$ cat src/rtl/p1v_reset_gen.sv
// rtl/p1v_reset_gen.sv - stretched active-low reset for the p1v core from RTS, buttons and board reset
// Optional reset-cause capture enabled by defining P1V_RESET_CAUSE_EN.
module p1v_reset_gen #(
    parameter int CLK_HZ          = 160000000,
    parameter int STRETCH_MS      = 50,
    parameter int NUM_SRC         = 1,
    parameter int DEBOUNCE_CYCLES = 16000,
    parameter int SYNC_STAGES     = 2
) (
    input  logic               clock_160,
    input  logic               inp_resn,
    input  logic               rts,
    input  logic [NUM_SRC-1:0] src_n,
    output logic               res_out_n,
    output logic               busy,
    output logic [NUM_SRC:0]   cause
);

    localparam logic [63:0] STRETCH_CYCLES = 64'(CLK_HZ) / 64'd1000 * 64'(STRETCH_MS);
    localparam int CNT_W = $clog2(STRETCH_CYCLES + 64'd1);
    localparam logic [CNT_W-1:0] RELOAD = CNT_W'(STRETCH_CYCLES - 64'd1);
    localparam int DB_W = (DEBOUNCE_CYCLES > 1) ? $clog2(DEBOUNCE_CYCLES) : 1;
    localparam logic [DB_W-1:0] DB_LAST = DB_W'(DEBOUNCE_CYCLES - 1);

    generate
        if (STRETCH_MS < 1 || NUM_SRC < 1 || DEBOUNCE_CYCLES < 1 || SYNC_STAGES < 2) begin : g_bad_param
            $error("p1v_reset_gen: illegal parameter value");
        end
    endgenerate

    typedef enum logic [1:0] {
        S_HOLD,
        S_STRETCH,
        S_RUN
    } state_t;

    state_t             state_q, next_state;
    logic [CNT_W-1:0]   cnt_q, cnt_d;
    logic [SYNC_STAGES-1:0] rts_sync_q;
    logic [NUM_SRC-1:0] src_sync_q [SYNC_STAGES];
    logic [NUM_SRC-1:0] db_q;
    logic [DB_W-1:0]    db_cnt_q [NUM_SRC];
    logic               rts_sync;
    logic [NUM_SRC-1:0] src_sync;
    logic               req;
    logic               res_out_n_q;
    logic               busy_q;

    assign rts_sync = rts_sync_q[SYNC_STAGES-1];
    assign src_sync = src_sync_q[SYNC_STAGES-1];
    assign req      = ~rts_sync | (|(~db_q));

    // rts resets to asserted so every power-up runs through a full stretch
    always_ff @(posedge clock_160 or negedge inp_resn) begin
        if (!inp_resn) begin
            rts_sync_q <= '0;
            for (int s = 0; s < SYNC_STAGES; s++) src_sync_q[s] <= '1;
        end else begin
            rts_sync_q    <= {rts_sync_q[SYNC_STAGES-2:0], rts};
            src_sync_q[0] <= src_n;
            for (int s = 1; s < SYNC_STAGES; s++) src_sync_q[s] <= src_sync_q[s-1];
        end
    end

    always_ff @(posedge clock_160 or negedge inp_resn) begin
        if (!inp_resn) begin
            db_q <= '1;
            for (int i = 0; i < NUM_SRC; i++) db_cnt_q[i] <= '0;
        end else begin
            for (int i = 0; i < NUM_SRC; i++) begin
                if (src_sync[i] == db_q[i]) begin
                    db_cnt_q[i] <= '0;
                end else if (db_cnt_q[i] == DB_LAST) begin
                    db_q[i]     <= src_sync[i];
                    db_cnt_q[i] <= '0;
                end else begin
                    db_cnt_q[i] <= db_cnt_q[i] + 1'b1;
                end
            end
        end
    end

    always_ff @(posedge clock_160 or negedge inp_resn) begin
        if (!inp_resn) begin
            state_q     <= S_HOLD;
            cnt_q       <= RELOAD;
            res_out_n_q <= 1'b0;
            busy_q      <= 1'b1;
        end else begin
            state_q     <= next_state;
            cnt_q       <= cnt_d;
            res_out_n_q <= (next_state == S_RUN);
            busy_q      <= (next_state != S_RUN);
        end
    end

    // a new request always wins over stretch expiry
    always_comb begin
        next_state = state_q;
        cnt_d      = cnt_q;
        case (state_q)
            S_HOLD: begin
                cnt_d = RELOAD;
                if (!req) next_state = S_STRETCH;
            end
            S_STRETCH: begin
                if (req) begin
                    next_state = S_HOLD;
                    cnt_d      = RELOAD;
                end else if (cnt_q == '0) begin
                    next_state = S_RUN;
                end else begin
                    cnt_d = cnt_q - 1'b1;
                end
            end
            S_RUN: begin
                if (req) begin
                    next_state = S_HOLD;
                    cnt_d      = RELOAD;
                end
            end
            default: begin
                next_state = S_HOLD;
                cnt_d      = RELOAD;
            end
        endcase
    end

    assign res_out_n = res_out_n_q;
    assign busy      = busy_q;

`ifdef P1V_RESET_CAUSE_EN
    logic [NUM_SRC:0] cause_q;
    logic [NUM_SRC:0] req_vec;
    logic             armed_q;

    assign req_vec = {~db_q, ~rts_sync};

    // armed keeps the power-on stretch from recording a cause
    always_ff @(posedge clock_160 or negedge inp_resn) begin
        if (!inp_resn) begin
            cause_q <= '0;
            armed_q <= 1'b0;
        end else begin
            if (next_state == S_RUN) armed_q <= 1'b1;
            if (state_q == S_RUN && next_state == S_HOLD) begin
                cause_q <= req_vec;
            end else if (state_q != S_RUN && armed_q) begin
                cause_q <= cause_q | req_vec;
            end
        end
    end

    assign cause = cause_q;
`else
    assign cause = '0;
`endif

endmodule

$ cat config.mk
export PLATFORM = sky130hd
export DESIGN_NAME = p1v_reset_gen
export DESIGN_NICKNAME = d
export VERILOG_FILES = /design/src/rtl/p1v_reset_gen.sv
export SDC_FILE = /design/constraint.sdc
export NUM_CORES = 1
export LEC_CHECK = 0
export BUFFER_PORTS_ARGS = -buffer_cell sky130_fd_sc_hd__buf_2
export CORE_UTILIZATION = 25
export DETAILED_ROUTE_END_ITERATION = 8
export GPL_TIMING_DRIVEN = 0
export PLACE_DENSITY_LB_ADDON = 0.15
export SLEW_MARGIN = 0
export SYNTH_ARGS = -nofsm -noshare
export SYNTH_HDL_FRONTEND = slang
export SYNTH_SLANG_ARGS = --single-unit
export TNS_END_PERCENT = 30
$ cat constraint.sdc
create_clock -name clock_160 -period 1.8 [get_ports clock_160]
set_input_delay 0.36 -clock clock_160 [delete_from_list [all_inputs] [get_ports clock_160]]
set_output_delay 0.36 -clock clock_160 [all_outputs]
set_load 0.01 [all_outputs]
==> results of run 1 <==
==> cell type report <==
type,count,area share (%)
timing repair buffer,25,6.695
clock buffer,6,2.245
multi-input combinational,189,44.89
inverter,9,1.200
sequential,46,36.38
buffer,9,2.438
clock inverter,2,1.161
tap,129,4.992
==> state kept, by name, indices dropped and copies added, names as in the netlist <==
name,flops
cnt_q,23
src_sync_q,1
state_q,2
src_sync,1
rts_sync_q,2
res_out_n,1
db_q,1
db_cnt_q,14
busy,1
==> layout by cell type (no fill, tap or decap), types with 3 or more instances in the layout <==
cell type	n
sky130_fd_sc_hd__dfrtp_1	26
sky130_fd_sc_hd__nor4_4	5
sky130_fd_sc_hd__dfstp_2	19
sky130_fd_sc_hd__clkbuf_8	5
sky130_fd_sc_hd__o21ai_1	4
sky130_fd_sc_hd__buf_6	5
sky130_fd_sc_hd__xor2_1	8
sky130_fd_sc_hd__nand4_1	8
sky130_fd_sc_hd__o31ai_1	4
sky130_fd_sc_hd__nor2_1	29
sky130_fd_sc_hd__xnor2_1	6
sky130_fd_sc_hd__and3_1	5
sky130_fd_sc_hd__buf_2	6
sky130_fd_sc_hd__nand3_1	10
sky130_fd_sc_hd__inv_1	6
sky130_fd_sc_hd__or3_1	3
sky130_fd_sc_hd__a31oi_1	5
sky130_fd_sc_hd__and4_1	3
sky130_fd_sc_hd__a21oi_1	8
sky130_fd_sc_hd__o21ai_0	4
sky130_fd_sc_hd__nor3_1	8
sky130_fd_sc_hd__buf_4	17
sky130_fd_sc_hd__nand2_1	14
==> per-stage QoR <==
stage / instances / cell area [um2] / util [%] / power (W) / TNS, ns
2_1_floorplan: 255 / 2499 / - / 0.001091 / -0.1264
3_3_place_gp: 389 / 2685 / 28.52 / 0.001122 / -9.576
3_5_place_dp: 389 / 2685 / 28.52 / 0.001122 / -9.386
4_1_cts: 411 / 3092 / 32.84 / 0.001917 / -1.340
5_1_grt: 415 / 3233 / 34.34 / 0.001981 / -1.937
6_report: 415 / 3233 / 34.34 / 0.001876 / -0.5143
==> what timing repair did <==
item | in CTS | in global routing
hold endpoints to repair | 0 | 0
buffers inserted | 15 | 4
endpoints found under the setup margin | 36 | 24
cloned | 1 | 1
pin swaps | 19 | 12
resized for setup | 42 | 26
hold buffers | 0 | 0
==> metal layers <==
layer / up-vias / global-route usage, %
li1: 992 / -
met1: 1007 / 17.89
met2: 30 / 22.34
met3: 2 / 2.484
met4: 0 / 3.679
met5: - / 0
==> synthesized netlist by cell type, types with 3 or more instances <==
cell and instances:
sky130_fd_sc_hd__nand2_1 14, sky130_fd_sc_hd__and2_1 3, sky130_fd_sc_hd__nand3_1 10, sky130_fd_sc_hd__and3_1 6
sky130_fd_sc_hd__clkbuf_1 6, sky130_fd_sc_hd__a31oi_1 6, sky130_fd_sc_hd__or2_2 3, sky130_fd_sc_hd__o31ai_1 5
sky130_fd_sc_hd__nand4_1 8, sky130_fd_sc_hd__dfrtp_1 27, sky130_fd_sc_hd__and4_1 4, sky130_fd_sc_hd__nor4_1 6
sky130_fd_sc_hd__nor3_1 9, sky130_fd_sc_hd__or4_1 3, sky130_fd_sc_hd__xor2_1 8, sky130_fd_sc_hd__dfstp_2 19
sky130_fd_sc_hd__nor2_1 30, sky130_fd_sc_hd__ha_1 3, sky130_fd_sc_hd__inv_1 9, sky130_fd_sc_hd__a21oi_1 9
sky130_fd_sc_hd__o21ai_0 10, sky130_fd_sc_hd__or3_1 3, sky130_fd_sc_hd__xnor2_1 6, sky130_fd_sc_hd__a311oi_1 3
==> logic make-up after synthesis <==
logic type	after synthesis	share of synthesized area [%]
other cells	1	0.1518
buf+inv	21	3.597
mux	1	0.4559
simple gates	117	27.66
compound gates	51	14.08
flops	46	47.57
xor+xnor	14	4.965
fa+ha+maj	3	1.520
==> power by group <==
group	total (W)	leakage, nW	internal, W	switching (W)
sequential	0.00105	0.568	0.00105	0.00000829
clock	0.000777	0.0514	0.000415	0.000362
combinational	0.0000447	0.629	0.0000118	0.0000329
==> worst max-delay path: stages (launching register included) <==
cell and delay [ns]:
sky130_fd_sc_hd__dfstp_2 0.58, sky130_fd_sc_hd__inv_4 0.06, sky130_fd_sc_hd__ha_4 0.16, sky130_fd_sc_hd__nor4b_4 0.13
sky130_fd_sc_hd__nand4_1 0.13, sky130_fd_sc_hd__buf_6 0.15, sky130_fd_sc_hd__buf_6 0.09, sky130_fd_sc_hd__nand4_1 0.12
sky130_fd_sc_hd__or3_1 0.33, sky130_fd_sc_hd__o21ai_1 0.07
==> worst min-delay path by stage <==
stage	slack (ns)	depth (start not counted)	start	end
2_1_floorplan	0.06	0	inp_resn	cnt_q[10]
5_1_grt	0.12	1	src_n	src_sync_q[1]
3_3_place_gp	0.34	0	rts_sync_q[0]	rts_sync_q[1]
6_report	0.15	1	src_n	src_sync_q[1]
4_1_cts	0.14	1	src_n	src_sync_q[1]
3_5_place_dp	0.34	0	rts_sync_q[0]	rts_sync_q[1]
==> out/qor.json, run 1 <==
{
  "status": {"value": "finished, violations left"},
  "failed_checks": {"value": "setup timing"},
  "highest-signal-layer": {"value": "met4"},
  "arrival": {"value": 2.13, "unit": "ns"},
  "startpoint": {"value": "cnt_q[0]"},
  "grt.total_usage": {"value": 13.44, "unit": "%"},
  "final.period_utilization": {"value": 106.0, "unit": "%"},
  "ys.flop_type": {"value": "sky130_fd_sc_hd__dfrtp_1"},
  "worst_hold_slack": {"value": 0.1519, "unit": "ns"},
  "place.gp.congestion": {"value": 0.7701},
  "proportion_of_synthesized_flip_flops_having_asynchronous_set_or_reset": {"value": 100.0, "unit": "%"},
  "drt_first_iter_violations": {"value": 75},
  "max_freq": {"value": 524.0, "unit": "MHz"},
  "period_minus_slack": {"value": 1.908, "unit": "ns"},
  "netlist_area": {"value": 0.002470, "unit": "mm2"},
  "clock_latency": {"value": 0.29, "unit": "ns"},
  "diodes": {"value": 0},
  "avgViaCountPerCell": {"value": 4.894},
  "ys.warnings.count": {"value": 0},
  "yosysSeqAreaShare": {"value": 47.57, "unit": "%"},
  "final_critical_path_setup_slack": {"value": -0.1085, "unit": "ns"},
  "peakVddDrop": {"value": 0.0003006, "unit": "V"},
  "syn_inst": {"value": 254},
  "post-route-drc-count": {"value": 0},
  "final_nets": {"value": 292},
  "ys_seq_elements": {"value": 46},
  "met3RoutedLength": {"value": 155, "unit": "um"},
  "grt_first_pass_wirelength": {"value": 10700, "unit": "um"},
  "die_footprint": {"value": 0.01028, "unit": "mm2"},
  "clock_pin_slew_reported_for_the_worst_setup_and_hold_paths_after_clock_tree_synthesis": {"value": 0.09, "unit": "ns"},
  "clock_tree.htree_level_count": {"value": 2},
  "multi_input_area": {"value": 0.001451, "unit": "mm2"},
  "clk_root_buffer_cell": {"value": "sky130_fd_sc_hd__clkbuf_8"},
  "postRouteWirelength": {"value": 6240, "unit": "um"},
  "timing_worst_slew_pin_value": {"value": 1.040, "unit": "ns"},
  "die-height": {"value": 101.4, "unit": "um"},
  "setup_violations": {"value": 12},
  "synth_edf_count": {"value": 0},
  "worst_setup_slack_post_dpl": {"value": -0.4626, "unit": "ns"},
  "grt_antenna_before_repair": {"value": 0},
  "detail_route.wl_per_cell": {"value": 15.04, "unit": "um"},
  "crit-reg2reg-launch": {"value": "cnt_q[0]"},
  "r2r-end": {"value": "cnt_q[18]"},
  "rows": {"value": 35},
  "ranking_of_synthesized_cells_by_area": {"value": "sky130_fd_sc_hd__dfrtp_1, sky130_fd_sc_hd__dfstp_2, sky130_fd_sc_hd__nor2_1"},
  "floorplan_die_width": {"value": 101.4, "unit": "um"},
  "route.layer.met1.wl": {"value": 2997, "unit": "um"},
  "yosysTopAreaCellShare": {"value": 27.36, "unit": "%"},
  "startpoint_class": {"value": "flop"},
  "power.leakage": {"value": 1.249, "unit": "nW"},
  "register_area": {"value": 0.001176, "unit": "mm2"},
  "final_layout_size_suffix_gt1_share": {"value": 37.76, "unit": "%"},
  "area_delta_synth_final": {"value": 30.90, "unit": "%"},
  "grt_pass1_vias": {"value": 2092},
  "pwr_density_cell": {"value": 580.3, "unit": "mW/mm2"},
  "ff2ff_path_depth": {"value": 9},
  "tritoncts_num_sinks": {"value": 46},
  "critPathCapture": {"value": "cnt_q[18]"},
  "starting_utilization_of_the_core_area": {"value": 26.23, "unit": "%"},
  "total_clock_buffers_created_by_cts": {"value": 5},
  "port_buffers": {"value": 5},
  "detail-route-antenna-nets": {"value": 0},
  "required": {"value": 2.02, "unit": "ns"},
  "final.setup_skew": {"value": 0.01007, "unit": "ns"},
  "worst-setup-path-type": {"value": "reg -> reg"},
  "ctsLongestPathBuffers": {"value": 2},
  "relSlewSlack": {"value": 30.65, "unit": "%"},
  "synthesis.area_per_instance": {"value": 9.724, "unit": "um2"},
  "grt_remaining_overflow": {"value": 0},
  "num_vias": {"value": 2031},
  "finalHoldViolCount": {"value": 0},
  "number_of_fillers_in_the_final_layout": {"value": 966},
  "firstDrtPassIters": {"value": 4},
  "tritoncts": {"value": "yes"},
  "boundaryPins": {"value": 8},
  "dp.final_hpwl": {"value": 3885, "unit": "um"},
  "wl_met2": {"value": 3045, "unit": "um"},
  "max_cap_viol_count": {"value": 0},
  "grt_start_max_net_pins": {"value": 47},
  "min-delay-path-class": {"value": "in -> reg"},
  "path_max_fanout": {"value": 4},
  "fp.coreArea": {"value": 0.009415, "unit": "mm2"},
  "final_max_slew_viol_count": {"value": 0},
  "endpoint_kind": {"value": "flop"},
  "synthDominantAreaCellType": {"value": "sky130_fd_sc_hd__dfrtp_1"},
  "synthDistinctLibCells": {"value": 61},
  "reg2reg_slack": {"value": -0.11, "unit": "ns"},
  "setup_repair_after_global_routing_missed_its_margin": {"value": "yes"}
}
Note: power is estimated with default switching activity, not from simulation.
==> run 2, diff against run 1 <==
--- a/config.mk
+++ b/config.mk
@@ -6,6 +6,7 @@
 export NUM_CORES = 1
 export LEC_CHECK = 0
 export BUFFER_PORTS_ARGS = -buffer_cell sky130_fd_sc_hd__buf_2
+export CORE_ASPECT_RATIO = 2
 export CORE_UTILIZATION = 25
 export DETAILED_ROUTE_END_ITERATION = 8
 export GPL_TIMING_DRIVEN = 0
==> run 2 against run 1 <==
Compared with the run above:
- count of clock-buffer cells in the layout is 1 higher
- sequential cell count stayed put
- sequential share of layout area is 0.28 points lower
- the run still ends with setup timing left
- non-clock buffer count is 1 lower
- wire length is 5.2% higher
- critical path depth is 1 lower
- clock power is 40% higher
- setup slack better by 0.029 ns
- largest power group is now clock
==> out/qor.json, run 2 (synthesis gave the netlist of run 1 again) <==
{
  "starting_utilization_of_the_core_area": {"value": 25.63, "unit": "%", "change": "was 26.23%"},
  "worst-setup-path-type": {"value": "reg -> reg", "change": "unchanged"},
  "total_clock_buffers_created_by_cts": {"value": 5, "change": "unchanged"},
  "final_total_negative_setup_slack": {"value": -0.4352, "unit": "ns", "change": "was -0.5143 ns"},
  "post-route-drc-count": {"value": 0, "change": "unchanged"},
  "tritoncts_num_sinks": {"value": 46, "change": "unchanged"},
  "grt_pass1_vias": {"value": 2198, "change": "was 2092"},
  "final_critical_path_setup_slack": {"value": -0.07912, "unit": "ns", "change": "was -0.1085 ns"},
  "final_layout_size_suffix_gt1_share": {"value": 36.49, "unit": "%", "change": "was 37.76%"},
  "registers.top_by_ff_count": {"value": "cnt_q", "change": "unchanged"},
  "clock_power_share": {"value": 49.7, "unit": "%", "change": "was 41.4%"},
  "share_seq_of_total_power": {"value": 48.2, "unit": "%", "change": "was 56.2%"},
  "path_max_fanout": {"value": 4, "change": "unchanged"},
  "critPathCapture": {"value": "cnt_q[9]", "change": "was cnt_q[18]"},
  "finalInstanceArea": {"value": 0.003262, "unit": "mm2", "change": "was 0.003233 mm2"},
  "period_minus_slack": {"value": 1.879, "unit": "ns", "change": "was 1.908 ns"},
  "worst_hold_slack": {"value": 0.1632, "unit": "ns", "change": "was 0.1519 ns"},
  "drt_first_iter_violations": {"value": 47, "change": "was 75"},
  "startpoint_class": {"value": "flop", "change": "unchanged"},
  "setup_violations": {"value": 9, "change": "was 12"},
  "most-common-layout-cells": {"value": "sky130_fd_sc_hd__nor2_1, sky130_fd_sc_hd__dfrtp_1, sky130_fd_sc_hd__buf_4, sky130_fd_sc_hd__dfstp_2, sky130_fd_sc_hd__nand2_1", "change": "was sky130_fd_sc_hd__nor2_1, sky130_fd_sc_hd__dfrtp_1, sky130_fd_sc_hd__dfstp_2, sky130_fd_sc_hd__buf_4, sky130_fd_sc_hd__nand2_1"},
  "arrival": {"value": 2.10, "unit": "ns", "change": "was 2.13 ns"},
  "clock_pin_slew_reported_for_the_worst_setup_and_hold_paths_after_clock_tree_synthesis": {"value": 0.07, "unit": "ns", "change": "was 0.09 ns"},
  "r2r-end": {"value": "cnt_q[9]", "change": "was cnt_q[18]"},
  "required": {"value": 2.02, "unit": "ns", "change": "about the same"},
  "internal-power": {"value": 0.001754, "unit": "W", "change": "was 0.001473 W"},
  "area_delta_synth_final": {"value": 32.07, "unit": "%", "change": "was 30.90%"},
  "final.setup_skew": {"value": 0.009052, "unit": "ns", "change": "was 0.01007 ns"},
  "detail_route.wl_per_cell": {"value": 15.74, "unit": "um", "change": "was 15.04 um"},
  "avgViaCountPerCell": {"value": 4.918, "change": "was 4.894"},
  "grt_remaining_overflow": {"value": 0, "change": "unchanged"},
  "peakVddDrop": {"value": 0.0002931, "unit": "V", "change": "was 0.0003006 V"},
  "timing_worst_slew_pin_value": {"value": 1.083, "unit": "ns", "change": "was 1.040 ns"},
  "finalHoldViolCount": {"value": 0, "change": "unchanged"},
  "final_nets": {"value": 291, "change": "was 292"},
  "place.gp.congestion": {"value": 0.7652, "change": "was 0.7701"},
  "min-delay-path-class": {"value": "in -> reg", "change": "unchanged"},
  "switchingPower": {"value": 0.0004380, "unit": "W", "change": "was 0.0004028 W"},
  "post_dp_cell_area": {"value": 0.002689, "unit": "mm2", "change": "was 0.002685 mm2"},
  "die-height": {"value": 142.6, "unit": "um", "change": "was 101.4 um"},
  "grt.total_usage": {"value": 14.29, "unit": "%", "change": "was 13.44%"},
  "grt_start_max_net_pins": {"value": 47, "change": "unchanged"},
  "ctsLongestPathBuffers": {"value": 2, "change": "unchanged"},
  "floorplan_die_width": {"value": 72.29, "unit": "um", "change": "was 101.4 um"},
  "ff2ff_path_depth": {"value": 8, "change": "was 9"},
  "failed_checks": {"value": "setup timing", "change": "unchanged"},
  "holdBufCountCts": {"value": 0, "change": "unchanged"},
  "grt_first_pass_wirelength": {"value": 11030, "unit": "um", "change": "was 10700 um"},
  "max_freq": {"value": 532.2, "unit": "MHz", "change": "was 524.0 MHz"},
  "grt_antenna_before_repair": {"value": 0, "change": "unchanged"},
  "rows": {"value": 51, "change": "was 35"},
  "status": {"value": "finished, violations left", "change": "unchanged"},
  "crit-reg2reg-launch": {"value": "cnt_q[1]", "change": "was cnt_q[0]"},
  "final.period_utilization": {"value": 104.4, "unit": "%", "change": "was 106.0%"},
  "dp.final_hpwl": {"value": 4574, "unit": "um", "change": "was 3885 um"},
  "power.leakage": {"value": 1.266, "unit": "nW", "change": "was 1.249 nW"},
  "die_footprint": {"value": 0.01031, "unit": "mm2", "change": "was 0.01028 mm2"},
  "clock_tree.htree_level_count": {"value": 2, "change": "unchanged"},
  "startpoint": {"value": "cnt_q[1]", "change": "was cnt_q[0]"},
  "firstDrtPassIters": {"value": 4, "change": "unchanged"},
  "largest_reg_flops": {"value": 23, "change": "unchanged"},
  "number_of_fillers_in_the_final_layout": {"value": 965, "change": "was 966"},
  "power.switching_fraction": {"value": 19.98, "unit": "%", "change": "was 21.47%"},
  "reg2reg_slack": {"value": -0.08, "unit": "ns", "change": "was -0.11 ns"},
  "clock_latency": {"value": 0.29, "unit": "ns", "change": "about the same"},
  "detail-route-antenna-nets": {"value": 0, "change": "unchanged"},
  "combPwrFrac": {"value": 2.1, "unit": "%", "change": "was 2.4%"},
  "postRouteWirelength": {"value": 6564, "unit": "um", "change": "was 6240 um"},
  "final_max_slew_viol_count": {"value": 0, "change": "unchanged"},
  "clk_root_buffer_cell": {"value": "sky130_fd_sc_hd__clkbuf_16", "change": "was sky130_fd_sc_hd__clkbuf_8"},
  "mostFrequentLayoutCell": {"value": "sky130_fd_sc_hd__nor2_1", "change": "unchanged"},
  "endpoint_kind": {"value": "flop", "change": "unchanged"},
  "layout.core_utilization": {"value": 33.85, "unit": "%", "change": "was 34.34%"},
  "boundaryPins": {"value": 8, "change": "unchanged"},
  "diodes": {"value": 0, "change": "unchanged"},
  "port_buffers": {"value": 5, "change": "unchanged"},
  "max_cap_viol_count": {"value": 0, "change": "unchanged"},
  "largestRegisters": {"value": "cnt_q: 23 flops, db_cnt_q: 14 flops", "change": "unchanged"},
  "pwr_density_cell": {"value": 672.0, "unit": "mW/mm2", "change": "was 580.3 mW/mm2"},
  "setup_repair_after_global_routing_missed_its_margin": {"value": "yes", "change": "unchanged"},
  "tritoncts": {"value": "yes", "change": "unchanged"},
  "num_vias": {"value": 2051, "change": "was 2031"},
  "fp.coreArea": {"value": 0.009635, "unit": "mm2", "change": "was 0.009415 mm2"},
  "relSlewSlack": {"value": 27.79, "unit": "%", "change": "was 30.65%"}
}
## run 2: metrics by stage
stage / setup WS, ns / total power, W / cells
final: -0.07912 / 0.002192 / 417
after global routing: -0.1637 / 0.002283 / 417
after CTS: -0.1375 / 0.002239 / 411
after detailed placement: -0.5149 / 0.001124 / 392
after global placement: -0.4974 / 0.001124 / 392
after floorplan: -0.04216 / 0.001091 / 255
## run 2: cell type report
cell class	count	area (um2)	share of cell area, %
plain buffers	8	70.07	2.148
multi-input cells	189	1430	43.84
clock inverters	1	30.03	0.9206
flip-flops and latches	46	1177	36.10
well taps	132	165.2	5.063
inverters	9	38.79	1.189
clock buffers	7	142.6	4.373
repair buffers	25	207.7	6.367
## run 2: what timing repair did
action / 4_1_cts / 5_1_grt
setup buffers: 12 / 7
resized for setup: 41 / 16
endpoints found under the setup margin: 37 / 23
pin swaps: 16 / 12
cloned: 2 / 0
## run 2: worst max-delay path, cell delays in order (launching register included)
cell,delay [ns]
sky130_fd_sc_hd__dfstp_2,0.55
sky130_fd_sc_hd__inv_4,0.05
sky130_fd_sc_hd__ha_4,0.17
sky130_fd_sc_hd__nor4b_4,0.13
sky130_fd_sc_hd__nand4_1,0.12
sky130_fd_sc_hd__buf_4,0.16
sky130_fd_sc_hd__o21ai_4,0.08
sky130_fd_sc_hd__or4_1,0.47
sky130_fd_sc_hd__nand3_1,0.08
## run 2: power by group through the flow
| stage | clock [W] | combinational, W | sequential [W] |
|---|---|---|---|
| floorplan | 0 | 0.0000196 | 0.00107 |
| global placement | 0 | 0.0000499 | 0.00107 |
| detailed placement | 0 | 0.0000498 | 0.00107 |
| CTS | 0.00113 | 0.0000489 | 0.00106 |
| global route | 0.00117 | 0.0000540 | 0.00106 |
| finish | 0.00109 | 0.0000459 | 0.00106 |
## run 2: worst min-delay path by stage
stage / startpoint / endpoint / slack [ns] / cells past startpoint
floorplan: inp_resn / cnt_q[10] / 0.06 / 0
global placement: rts_sync_q[0] / rts_sync_q[1] / 0.35 / 0
detailed placement: rts_sync_q[0] / rts_sync_q[1] / 0.34 / 0
CTS: src_n / src_sync_q[1] / 0.16 / 1
global route: src_n / src_sync_q[1] / 0.16 / 1
finish: src_n / src_sync_q[1] / 0.16 / 1
## run 2: routing by layer
metal | global-route usage [%] | share of wire, %
met1 | 13.97 | 36
met2 | 26.61 | 56
met3 | 2.479 | 2.5
met4 | 9.185 | 4.6
met5 | 0 | 0
==> run 3, diff against run 2 <==
--- a/config.mk
+++ b/config.mk
@@ -11,6 +11,7 @@
 export DETAILED_ROUTE_END_ITERATION = 8
 export GPL_TIMING_DRIVEN = 0
 export PLACE_DENSITY_LB_ADDON = 0.15
+export SKIP_CTS_REPAIR_TIMING = 1
 export SLEW_MARGIN = 0
 export SYNTH_ARGS = -nofsm -noshare
 export SYNTH_HDL_FRONTEND = slang
==> run 3 against run 2 <==
Compared with the run above:
- the flow still finishes with violations (setup timing)
- largest cell class unchanged
- largest power group unchanged
- sequential cell count is the same
- critical path depth shrank 2
- setup slack lost 0.045 ns
- critical path type unchanged
- utilization shrank 0.83 points
- wire length grew 1.2%
- global-route usage shrank 0.70 points
- worst hold slack gained 0.0030 ns
- via count shrank 1.8%
- sequential share of layout area grew 0.87 points
- sequential power is essentially flat
- non-clock buffer count shrank 8
- critical endpoint is now cnt_q[21]
- combinational power grew 2%
==> out/qor.json, run 3 (synthesis gave the netlist of run 1 again) <==
{
  "setup_repair_after_global_routing_missed_its_margin": {"value": "yes", "change": "unchanged"},
  "die-height": {"value": 142.6, "unit": "um", "change": "unchanged"},
  "register_area": {"value": 0.001176, "unit": "mm2", "change": "was 0.001177 mm2"},
  "detail_route.wl_per_cell": {"value": 16.24, "unit": "um", "change": "was 15.74 um"},
  "post-route-drc-count": {"value": 0, "change": "unchanged"},
  "most-common-layout-cells": {"value": "sky130_fd_sc_hd__nor2_1, sky130_fd_sc_hd__dfrtp_1, sky130_fd_sc_hd__dfstp_2, sky130_fd_sc_hd__nand2_1, sky130_fd_sc_hd__buf_4", "change": "was sky130_fd_sc_hd__nor2_1, sky130_fd_sc_hd__dfrtp_1, sky130_fd_sc_hd__buf_4, sky130_fd_sc_hd__dfstp_2, sky130_fd_sc_hd__nand2_1"},
  "place.gp.congestion": {"value": 0.7652, "change": "unchanged"},
  "critical-path-top-delay-family": {"value": "simple AND/OR/NAND/NOR gates", "change": "unchanged"},
  "grt_start_max_net_pins": {"value": 47, "change": "unchanged"},
  "clock_latency": {"value": 0.29, "unit": "ns", "change": "about the same"},
  "failed_checks": {"value": "setup timing", "change": "unchanged"},
  "floorplan_die_width": {"value": 72.29, "unit": "um", "change": "unchanged"},
  "port_buffers": {"value": 5, "change": "unchanged"},
  "pwr_density_cell": {"value": 689.9, "unit": "mW/mm2", "change": "was 672.0 mW/mm2"},
  "tritoncts": {"value": "yes", "change": "unchanged"},
  "tritoncts_num_sinks": {"value": 46, "change": "unchanged"},
  "period_minus_slack": {"value": 1.924, "unit": "ns", "change": "was 1.879 ns"},
  "final.period_utilization": {"value": 106.9, "unit": "%", "change": "was 104.4%"},
  "grt_antenna_before_repair": {"value": 0, "change": "unchanged"},
  "die_footprint": {"value": 0.01031, "unit": "mm2", "change": "unchanged"},
  "clock_tree.htree_level_count": {"value": 2, "change": "unchanged"},
  "largest_reg_flops": {"value": 23, "change": "unchanged"},
  "max_cap_viol_count": {"value": 0, "change": "unchanged"},
  "total_power": {"value": 0.002195, "unit": "W", "change": "was 0.002192 W"},
  "required": {"value": 2.01, "unit": "ns", "change": "was 2.02 ns"},
  "drt_first_iter_violations": {"value": 70, "change": "was 47"},
  "startpoint_class": {"value": "flop", "change": "unchanged"},
  "final_total_negative_setup_slack": {"value": -0.8474, "unit": "ns", "change": "was -0.4352 ns"},
  "clk_root_buffer_cell": {"value": "sky130_fd_sc_hd__clkbuf_16", "change": "unchanged"},
  "final.setup_skew": {"value": 0.01053, "unit": "ns", "change": "was 0.009052 ns"},
  "area_delta_synth_final": {"value": 28.82, "unit": "%", "change": "was 32.07%"},
  "grt.total_usage": {"value": 13.59, "unit": "%", "change": "was 14.29%"},
  "crit_path_cell_trace": {"value": "or2_1 > or4_4 > nor4_4 > buf_4 > a31oi_1 > o2bb2ai_1", "change": "was inv_4 > ha_4 > nor4b_4 > nand4_1 > buf_4 > o21ai_4 > or4_1 > nand3_1"},
  "total_clock_buffers_created_by_cts": {"value": 5, "change": "unchanged"},
  "status": {"value": "finished, violations left", "change": "unchanged"},
  "min-delay-path-class": {"value": "in -> reg", "change": "unchanged"},
  "cp_slowest_cell": {"value": "sky130_fd_sc_hd__or4_4", "change": "was sky130_fd_sc_hd__dfstp_2"},
  "postRouteWirelength": {"value": 6643, "unit": "um", "change": "was 6564 um"},
  "arrival": {"value": 2.13, "unit": "ns", "change": "was 2.10 ns"},
  "startpoint": {"value": "cnt_q[7]", "change": "was cnt_q[1]"},
  "power.switching_fraction": {"value": 20.06, "unit": "%", "change": "was 19.98%"},
  "largestRegisters": {"value": "cnt_q: 23 flops, db_cnt_q: 14 flops", "change": "unchanged"},
  "final_nets": {"value": 283, "change": "was 291"},
  "crit-reg2reg-launch": {"value": "cnt_q[7]", "change": "was cnt_q[1]"},
  "diodes": {"value": 0, "change": "unchanged"},
  "max_freq": {"value": 519.8, "unit": "MHz", "change": "was 532.2 MHz"},
  "internal-power": {"value": 0.001755, "unit": "W", "change": "was 0.001754 W"},
  "timing_worst_slew_pin_value": {"value": 1.094, "unit": "ns", "change": "was 1.083 ns"},
  "dp.final_hpwl": {"value": 4574, "unit": "um", "change": "unchanged"},
  "peakVddDrop": {"value": 0.0002774, "unit": "V", "change": "was 0.0002931 V"},
  "cp_slowest_stage_delay": {"value": 0.47, "unit": "ns", "change": "was 0.55 ns"},
  "detail-route-antenna-nets": {"value": 0, "change": "unchanged"},
  "firstDrtPassIters": {"value": 4, "change": "unchanged"},
  "combPwrFrac": {"value": 2.1, "unit": "%", "change": "about the same"},
  "clock_power_share": {"value": 49.8, "unit": "%", "change": "was 49.7%"},
  "relSlewSlack": {"value": 27.04, "unit": "%", "change": "was 27.79%"},
  "registers.top_by_ff_count": {"value": "cnt_q", "change": "unchanged"},
  "hold_start": {"value": "src_n", "change": "unchanged"},
  "boundaryPins": {"value": 8, "change": "unchanged"},
  "dpl.cell_count": {"value": 392, "change": "unchanged"},
  "fp.coreArea": {"value": 0.009635, "unit": "mm2", "change": "unchanged"},
  "path_max_fanout": {"value": 7, "change": "was 4"},
  "avgViaCountPerCell": {"value": 4.927, "change": "was 4.918"},
  "num_vias": {"value": 2015, "change": "was 2051"},
  "layout.cells.non_filler": {"value": 409, "change": "was 417"},
  "power.leakage": {"value": 1.219, "unit": "nW", "change": "was 1.266 nW"},
  "worst-setup-path-type": {"value": "reg -> reg", "change": "unchanged"},
  "ctsLongestPathBuffers": {"value": 2, "change": "unchanged"},
  "setup_violations": {"value": 16, "change": "was 9"},
  "mostFrequentLayoutCell": {"value": "sky130_fd_sc_hd__nor2_1", "change": "unchanged"},
  "grt_pass1_vias": {"value": 2085, "change": "was 2198"},
  "switchingPower": {"value": 0.0004405, "unit": "W", "change": "was 0.0004380 W"},
  "final_critical_path_setup_slack": {"value": -0.1237, "unit": "ns", "change": "was -0.07912 ns"},
  "final_max_slew_viol_count": {"value": 0, "change": "unchanged"},
  "rows": {"value": 51, "change": "unchanged"},
  "number_of_fillers_in_the_final_layout": {"value": 969, "change": "was 965"},
  "grt_first_pass_wirelength": {"value": 10470, "unit": "um", "change": "was 11030 um"},
  "grt_remaining_overflow": {"value": 0, "change": "unchanged"},
  "share_seq_of_total_power": {"value": 48.1, "unit": "%", "change": "was 48.2%"},
  "endpoint_kind": {"value": "flop", "change": "unchanged"},
  "finalHoldViolCount": {"value": 0, "change": "unchanged"},
  "final_layout_size_suffix_gt1_share": {"value": 35.74, "unit": "%", "change": "was 36.49%"},
  "cp_num_buf_inv": {"value": 1, "change": "was 2"},
  "multi_input_area": {"value": 0.001441, "unit": "mm2", "change": "was 0.001430 mm2"},
  "clock_pin_slew_reported_for_the_worst_setup_and_hold_paths_after_clock_tree_synthesis": {"value": 0.07, "unit": "ns", "change": "about the same"},
  "starting_utilization_of_the_core_area": {"value": 25.63, "unit": "%", "change": "unchanged"}
}
-- run 3: changes by cell type in the layout (fill, tap and decap cells not counted), moves of 2 or more --
cell                      delta
sky130_fd_sc_hd__buf_4       -8
sky130_fd_sc_hd__inv_2       +2
sky130_fd_sc_hd__nor4_2      +2
sky130_fd_sc_hd__nor4_4      -2
sky130_fd_sc_hd__o21ai_1     -2
-- run 3: metrics by stage --
stage / setup WS (ns) / area [um2] / utilization [%] / hold WS (ns)
6_report: -0.1237 / 3182 / 33.02 / 0.1662
3_3_place_gp: -0.4974 / 2689 / 27.91 / 0.3451
3_5_place_dp: -0.5149 / 2689 / 27.91 / 0.3411
2_1_floorplan: -0.04216 / 2499 / - / 0.06441
5_1_grt: -0.2102 / 3182 / 33.02 / 0.1617
4_1_cts: -0.5329 / 2861 / 29.70 / 0.1590
-- run 3: per-layer routing --
metal	up-vias	share of wire [%]	track usage, %
met4	0	1.5	8.153
li1	980	-	-
met2	27	59	25.43
met3	6	1.7	2.125
met1	1002	38	13.58
met5	-	0	0
-- run 3: worst reg2reg max path: cells and delay by family, from the launching register on --
| kind | cells | cell delay, ns |
|---|---|---|
| AND/OR/NAND/NOR | 3 | 1.01 |
| buffers and inverters | 1 | 0.18 |
| AO/OA/AOI/OAI | 2 | 0.24 |
| flip-flops | 1 | 0.41 |
-- run 3: power groups by stage --
stage / logic, W / registers, W / clock network [W]
6_report: 0.0000468 / 0.00106 / 0.00109
5_1_grt: 0.0000551 / 0.00106 / 0.00117
4_1_cts: 0.0000500 / 0.00106 / 0.00113
3_5_place_dp: 0.0000498 / 0.00107 / 0
3_3_place_gp: 0.0000499 / 0.00107 / 0
2_1_floorplan: 0.0000196 / 0.00107 / 0
-- run 3: path summary, 6_finish.rpt --
path	end	slack (ns)	cells after the start
worst max-delay path	cnt_q[21]	-0.12	6
worst min-delay path	src_sync_q[1]	0.17	1
worst max register to register	cnt_q[21]	-0.12	6
worst min register to register	rts_sync_q[1]	0.35	0
max in group asynchronous	cnt_q[9]	0.78	1
min in group asynchronous	cnt_q[15]	0.26	1
-- run 3: cell type report --
type | instances | area share [%]
Inverter | 9 | 1.140
Tap cell | 132 | 5.191
Sequential cell | 46 | 36.96
Multi-Input combinational cell | 189 | 45.30
Clock inverter | 1 | 0.9438
Buffer | 9 | 2.359
Timing Repair Buffer | 16 | 3.618
Clock buffer | 7 | 4.483
